--- src/rtl/regfile_wb_arbiter.sv ---
// regfile_wb_arbiter
//
// Write-back arbiter and sequencer for the 8x16-bit register file write port.
// Two requesters share the port: A (memory-load write-back) and B (ALU write-back).
// One request is accepted per cycle. The register file writes one nibble per cycle,
// so a full-word request becomes four consecutive quarter writes, quarters 0..3.
//
// Optional feature macro:
//   WB_RR_EN  defined   -> round-robin arbitration between A and B
//             undefined -> fixed priority, A always wins contention
//
// Ports:
//   clk                  system clock, rising edge
//   reset                synchronous, active-high reset
//   a_valid / a_ready    requester A handshake (accept = a_valid & a_ready)
//   a_reg                A destination register (indices 8..15 are invalid)
//   a_data               A write data; a nibble request writes a_data[3:0]
//   a_word               1 = full word (4 beats), 0 = single nibble
//   a_quarter            A target quarter for a nibble request
//   b_*                  same as a_* for requester B
//   wr_en                register-file write strobe
//   wr_reg               register-file write index
//   wr_data              register-file write data, active nibble in [3:0], rest zero
//   wr_quarter           register-file quarter select
//   busy                 a word sequence is in progress
//   err                  one-cycle pulse, aligned with the first beat of an accepted
//                        request whose register index is invalid
//
// Ready depends combinationally on the other requester's valid and on reset, but
// never on the requester's own valid.

module regfile_wb_arbiter #(
  parameter int unsigned DATA_W = 16,
  parameter int unsigned REG_W  = 4
) (
  input  logic              clk,
  input  logic              reset,

  input  logic              a_valid,
  output logic              a_ready,
  input  logic [REG_W-1:0]  a_reg,
  input  logic [DATA_W-1:0] a_data,
  input  logic              a_word,
  input  logic [1:0]        a_quarter,

  input  logic              b_valid,
  output logic              b_ready,
  input  logic [REG_W-1:0]  b_reg,
  input  logic [DATA_W-1:0] b_data,
  input  logic              b_word,
  input  logic [1:0]        b_quarter,

  output logic              wr_en,
  output logic [REG_W-1:0]  wr_reg,
  output logic [DATA_W-1:0] wr_data,
  output logic [1:0]        wr_quarter,
  output logic              busy,
  output logic              err
);

  typedef enum logic [0:0] {
    StIdle,
    StWord
  } state_e;

  state_e            state_q, state_d;
  logic [1:0]        cnt_q, cnt_d;
  logic [DATA_W-1:0] word_q, word_d;
  logic              bad_q, bad_d;

  logic              wr_en_q, wr_en_d;
  logic [REG_W-1:0]  wr_reg_q, wr_reg_d;
  logic [DATA_W-1:0] wr_data_q, wr_data_d;
  logic [1:0]        wr_quarter_q, wr_quarter_d;
  logic              err_q, err_d;

  logic              prio_a;
  logic              a_fire, b_fire;

  // Selected request (A when A fires, otherwise B)
  logic [REG_W-1:0]  sel_reg;
  logic [DATA_W-1:0] sel_data;
  logic              sel_word;
  logic [1:0]        sel_quarter;
  logic              sel_bad;

  logic [3:0]        beat_nib;

`ifdef WB_RR_EN
  // Last-grant pointer: 1 = last accepted request came from B.
  logic last_b_q, last_b_d;
  assign prio_a = last_b_q;
`else
  assign prio_a = 1'b1;
`endif

  // Readiness: only in IDLE and never while reset is asserted.
  always_comb begin
    a_ready = 1'b0;
    b_ready = 1'b0;
    if (!reset && (state_q == StIdle)) begin
      a_ready = ~b_valid | prio_a;
      b_ready = ~a_valid | ~prio_a;
    end
  end

  // At most one of these can be set: when both are valid exactly one is ready.
  assign a_fire = a_valid & a_ready;
  assign b_fire = b_valid & b_ready;

  always_comb begin
    sel_reg     = b_reg;
    sel_data    = b_data;
    sel_word    = b_word;
    sel_quarter = b_quarter;
    if (a_fire) begin
      sel_reg     = a_reg;
      sel_data    = a_data;
      sel_word    = a_word;
      sel_quarter = a_quarter;
    end
  end

  // Only indices 0..7 are writable.
  assign sel_bad = sel_reg[3];

  // Nibble of the latched word for the beat about to be driven.
  always_comb begin
    case (cnt_q)
      2'd0:    beat_nib = word_q[3:0];
      2'd1:    beat_nib = word_q[7:4];
      2'd2:    beat_nib = word_q[11:8];
      default: beat_nib = word_q[15:12];
    endcase
  end

  always_comb begin
    state_d      = state_q;
    cnt_d        = cnt_q;
    word_d       = word_q;
    bad_d        = bad_q;
    wr_en_d      = 1'b0;
    err_d        = 1'b0;
    wr_reg_d     = wr_reg_q;
    wr_data_d    = wr_data_q;
    wr_quarter_d = wr_quarter_q;
`ifdef WB_RR_EN
    last_b_d     = last_b_q;
`endif

    unique case (state_q)
      StIdle: begin
        if (a_fire || b_fire) begin
`ifdef WB_RR_EN
          last_b_d = b_fire;
`endif
          // Invalid index: consume the request but suppress every write strobe.
          wr_en_d  = ~sel_bad;
          err_d    = sel_bad;
          wr_reg_d = sel_reg;
          if (sel_word) begin
            // Beat 0 goes out now; beats 1..3 come from the latched word.
            word_d       = sel_data;
            bad_d        = sel_bad;
            cnt_d        = 2'd1;
            state_d      = StWord;
            wr_quarter_d = 2'd0;
            wr_data_d    = {{(DATA_W-4){1'b0}}, sel_data[3:0]};
          end else begin
            wr_quarter_d = sel_quarter;
            wr_data_d    = {{(DATA_W-4){1'b0}}, sel_data[3:0]};
          end
        end
      end

      StWord: begin
        wr_en_d      = ~bad_q;
        wr_quarter_d = cnt_q;
        wr_data_d    = {{(DATA_W-4){1'b0}}, beat_nib};
        cnt_d        = cnt_q + 2'd1;
        // Leaving on the last beat lets ready return while beat 3 is on the port.
        if (cnt_q == 2'd3) begin
          state_d = StIdle;
        end
      end

      default: begin
        state_d = StIdle;
      end
    endcase
  end

  always_ff @(posedge clk) begin
    if (reset) begin
      state_q      <= StIdle;
      cnt_q        <= 2'd0;
      word_q       <= '0;
      bad_q        <= 1'b0;
      wr_en_q      <= 1'b0;
      wr_reg_q     <= '0;
      wr_data_q    <= '0;
      wr_quarter_q <= 2'd0;
      err_q        <= 1'b0;
`ifdef WB_RR_EN
      last_b_q     <= 1'b1;
`endif
    end else begin
      state_q      <= state_d;
      cnt_q        <= cnt_d;
      word_q       <= word_d;
      bad_q        <= bad_d;
      wr_en_q      <= wr_en_d;
      wr_reg_q     <= wr_reg_d;
      wr_data_q    <= wr_data_d;
      wr_quarter_q <= wr_quarter_d;
      err_q        <= err_d;
`ifdef WB_RR_EN
      last_b_q     <= last_b_d;
`endif
    end
  end

  assign wr_en      = wr_en_q;
  assign wr_reg     = wr_reg_q;
  assign wr_data    = wr_data_q;
  assign wr_quarter = wr_quarter_q;
  assign err        = err_q;
  assign busy       = (state_q == StWord);

endmodule

--- config.mk ---
export PLATFORM = sky130hd
export DESIGN_NAME = regfile_wb_arbiter
export DESIGN_NICKNAME = d
export VERILOG_FILES = /design/src/rtl/regfile_wb_arbiter.sv
export SDC_FILE = /design/constraint.sdc
export NUM_CORES = 1
export LEC_CHECK = 0
export CAP_MARGIN = 25
export CORE_MARGIN = 5
export CORE_UTILIZATION = 46
export DETAILED_ROUTE_END_ITERATION = 6
export GPL_TIMING_DRIVEN = 0
export PLACE_DENSITY = 0.86
export SETUP_SLACK_MARGIN = 0.5
export SYNTH_ARGS = -nofsm -noshare
export SYNTH_HDL_FRONTEND = slang
export SYNTH_SLANG_ARGS = --single-unit
--- constraint.sdc ---
create_clock -name clk -period 4.3 [get_ports clk]
set_input_delay 0.43 -clock clk [delete_from_list [all_inputs] [get_ports clk]]
set_output_delay 0.43 -clock clk [all_outputs]
set_load 0.1 [all_outputs]
Word level (Yosys, flattened, before mapping)
Index checks and enable logic that the tools add are counted.
{ "word_totals": {"regBits": 44, "in_bits": 50, "elab_cells": 51} }
{ "classes": {"n_addsub": 1, "n_eq_ne": 5, "muxes": 21, "bitwise_logic": 7, "n_reduce_logical": 8} }
{ "ops": {"columns": ["cell", "count"], "rows": [
  ["$mux 16", 2],
  ["$pmux 16 s2", 1],
  ["$pmux 4 s3", 1],
  ["$mux 2", 5],
  ["$pmux 2 s2", 2],
  ["$mux 1", 7],
  ["$not 1->1", 5],
  ["$eq 2x2->1 const B", 2],
  ["$mux 4", 1],
  ["$pmux 1 s2", 2],
  ["$reduce_and 2->1", 2],
  ["$reduce_and 3->1", 1],
  ["$reduce_or 3->1", 1],
  ["$add 2x1->2 const B", 1],
  ["$and 1x1->1", 2],
  ["$eq 2x1->1 const B", 1],
  ["$logic_not 2->1", 1],
  ["$ne 2x1->1 const B", 1],
  ["$ne 2x2->1 const B", 1],
  ["$logic_and 1x1->1", 1],
  ["$logic_not 1->1", 1],
  ["$logic_or 1x1->1", 1]
]} }

Depth between registers and ports, before layout
{ "logic_depth": {"word_depth": 8, "depth_mapped": 7, "mapped_depth_nobuf": 5} }

Least setup slack after synthesis
OpenSTA, ideal clock, no wires.
{ "synth_path": {"path_kind": "flip-flop to flip-flop", "startpoint": "register state_q (netlist: busy)", "endpoint": "register wr_quarter_q[1] (netlist: wr_quarter[1])", "setup_time_ns": 0.074, "t_arrival_ns": 3.603, "t_required_ns": 4.226, "setup_slack_ns": 0.623, "stages_incl_launch_ff": 5, "n_path_buf": 1, "synth_period_minus_slack_ns": 3.677, "path_cell_list": "dfxtp_1 -> buf_2 -> nor3_1 -> a32oi_1 -> a31oi_1"} }
{ "synth_lines": {"columns": ["item", "line_no", "source"], "rows": [
  ["from (decl)", "66", "state_e state_q, state_d;"],
  ["from (signal assigned)", "195", "state_q <= StIdle;"],
  ["from (signal assigned)", "208", "state_q <= state_d;"],
  ["$not 1->1 (no line)", null, null],
  ["$logic_and 1x1->1", "101", "if (!reset && (state_q == StIdle)) begin"],
  ["$mux 1", "101", null],
  ["named net b_ready", "47", "output logic b_ready,"],
  ["$and 1x1->1", "109", "assign b_fire = b_valid & b_ready;"],
  ["$logic_or 1x1->1", "153", "if (a_fire || b_fire) begin"],
  ["$ne 2x1->1 (no line)", null, null],
  ["to (signal assigned)", "215", "wr_quarter_q <= wr_quarter_d;"],
  ["to (decl)", "74", "logic [1:0] wr_quarter_q, wr_quarter_d;"]
]} }
The timed path passes the listed nets, and every way through them passes these cells. The select of a mux whose other input is x is not followed.
A chain may end at the register's enable or synchronous reset.

Final worst setup path
{ "layout_path": {"startpoint": "input port a_valid", "endpoint": "output port b_ready"} }
{ "layout_via": {"elab_chain_cells": 2} }
{ "layout_rtl": {"columns": ["item", "line_no", "source"], "rows": [
  ["from (decl)", "39", "input logic a_valid,"],
  ["$not 1->1", "103", "b_ready = ~a_valid | ~prio_a;"],
  ["$mux 1", "101", null],
  ["to (decl)", "47", null]
]} }
Every way passes these cells.

==> metrics.cfg <==
[synth]
synth-seq-cells = 32
synth_ff_type = dfxtp_1
async_reset_ff_share_pct = 0
synth_seq_area_share_pct = 34.9
synth_edf_count = 0
synth.distinct_cells = 41
syn_avg_cell_area_um2 = 10.0
syn_inst = 183
netlist_area_um2 = 1830
yosys_warnings = 0

[global_route]
grt_max_degree = 11
antenna_found_initial = 0
grt_pass1_wl_um = 6730
grt_pass1_vias = 1521
overflow = 0
grt_usage_pct = 15.8

[clocking]
clock_latency_ns = 0.28
cts_hold_repair.buffers = 0
cts_tree = done
cts_setup_buffers = 0
post_cts_resize_count = 0
cts.sinks = 32
cts_buffers = 5
clkSlewWorstSetupHoldPaths_ns = 0.07
htreeDepth = 2
cts_buffer_depth = 2
cts_root_buf = clkbuf_8

[worst_setup_path]
path_class = in2out
worstSetupStartpointType = input pin
path_max_fanout = 10
crit_chain = clkdlybuf4s50_1 -> nor3_1 -> clkdlybuf4s50_1
crit_slowest_cell = clkdlybuf4s50_1
end_kind = output pin
crit_required_ns = 3.87
cp_top_family = buffers and inverters
r2r-start = cnt_q[1]$_SDFFE_PP0P_
cp_data_arrival_time_ns = 2.55
slowest_delay_ns = 1.21
cpMostUsedCell = clkdlybuf4s50_1
rr_worst_depth = 5
path_buf_inv = 2
r2r-end = wr_data[0]$_SDFFE_PP0P_
r2r_slack_ns = 2.79

[timing]
fin_crit_sh_pct = 69.4
fmax_mhz = 335
hold_viol_final = 0
finalSetupViolations = 0
maxSlewHeadroom_pct = 34.3
drv_slew = 0
worst_slew_pin_slew_ns = 0.982
rsz0062_at_grt = false
fin_skew_ns = 0.00714
tns_ns = 0
finalCriticalPeriod_ns = 2.98

[outcome]
status = finished clean

[drt]
ant_nets = 0
vias_per_cell = 5.13
post_drt_wl_per_cell_um = 14.0
firstDrtPassIters = 4
drtIter0Drc = 88
drc_errors = 0
vias = 1610
routed_wl_um = 4390

[worst_hold_path]
min_path_cells = 3
hold_path_class = in2reg
holdCritStartpoint = reset
min_to = cnt_q[0]$_SDFFE_PP0P_

[floorplan]
rows = 23
start_util_pct = 46.5
core_area_um2 = 3940
die-area_um2 = 5350
ios = 77
die_width_um = 73.1
fp.dieH_um = 73.1

[pwr]
p_leak_nw = 1.03
peakVddDrop_v = 0.000214
power.density_nw_per_um2 = 334

[place]
place.gp.congestion = 0.828
dpl.hpwl_um = 3460
placedCellCount = 306
io_buffer_count = 62

[final_layout]
syn_to_final_growth_pct = 44.4
n_antenna_cell = 0
mostFrequentLayoutCells = clkdlybuf4s50_1, dfxtp_1, mux2i_1, buf_4, a21oi_1
largest_reg_flops = 16
nNetsFinal = 318
nFillCells = 333
finalNonFillerCells = 314
drive_above_1_share_pct = 15.9
final_common_cell = clkdlybuf4s50_1

[flow_run]
cap_violations = 0

## worst max-delay path by stage
stage,from,to,cells past startpoint,slack [ns]
2_1_floorplan,busy$_SDFF_PP0_,wr_quarter[1]$_SDFFE_PP0P_,4,0.62
3_3_place_gp,a_valid,b_ready,3,1.36
3_5_place_dp,a_valid,b_ready,3,1.32
4_1_cts,a_valid,b_ready,3,1.30
5_1_grt,a_valid,b_ready,3,1.18
6_report,a_valid,b_ready,3,1.32
## cells by family (layout without fill, tap and decap cells)
kind of cell    count (synthesis)  in the layout  share of synthesized area, %
simple gates                   37             37                          13.0
buf+inv                        32            102                          11.5
mux                            20             20                          10.9
fa+ha+maj                       5              5                          3.41
other cells                     1             12                         0.205
flops                          32             32                          34.9
compound gates                 56             56                          26.1
## through the flow
step                utilization (%)  power [mW]  instance area [um2]  hold slack [ns]  worst slack, ns
global placement               64.9       0.649                 2560            0.446             1.36
detailed placement             64.9       0.652                 2560            0.457             1.32
global route                   67.2       0.915                 2650            0.480             1.18
floorplan                         -       0.564                 1870            0.419            0.623
CTS                            67.2       0.884                 2650            0.464             1.30
finish                         67.2       0.883                 2650            0.466             1.32
## worst reg2reg max path: stages (launching register included)
cell and delay, ns:
dfxtp_1 0.42, ha_1 0.17, buf_1 0.27, a21oi_1 0.08
a221oi_1 0.37, a211o_1 0.15
## Yosys cell counts (all sizes together) (5+ instances only)
cell	n	share of area (%)
mux2i	20	11
dfxtp	32	35
ha	5	3.4
a211oi	7	2.9
inv	6	1.2
nand2	7	1.4
buf	21	8.9
a21oi	14	3.8
nor3	6	2.3
o2bb2ai	16	11
## power breakdown
group | leakage (nW) | total (mW) | internal (mW) | switching (mW)
Clock | 0.0455 | 0.237 | 0.130 | 0.107
Combinational | 0.717 | 0.311 | 0.111 | 0.201
Sequential | 0.263 | 0.335 | 0.320 | 0.0149
Total | 1.03 | 0.883 | 0.561 | 0.322
## routing by layer
metal	vias up	track usage (%)	wire length (um)
met4	0	3.07	29
met3	5	4.68	297
li1	820	-	-
met5	-	0	0
met1	737	19.7	1880
met2	48	26.8	2190
## cell type report
cell class / instances / area (um2) / share of cell area [%]
inverter: 7 / 31.3 / 1.18
sequential: 32 / 641 / 24.2
multi-input combinational: 130 / 1020 / 38.7
buffer: 25 / 179 / 6.76
timing repair buffer: 62 / 621 / 23.4
clock buffer: 8 / 90.1 / 3.40
tap: 50 / 62.6 / 2.36
Power figures use the tool's default switching activity.
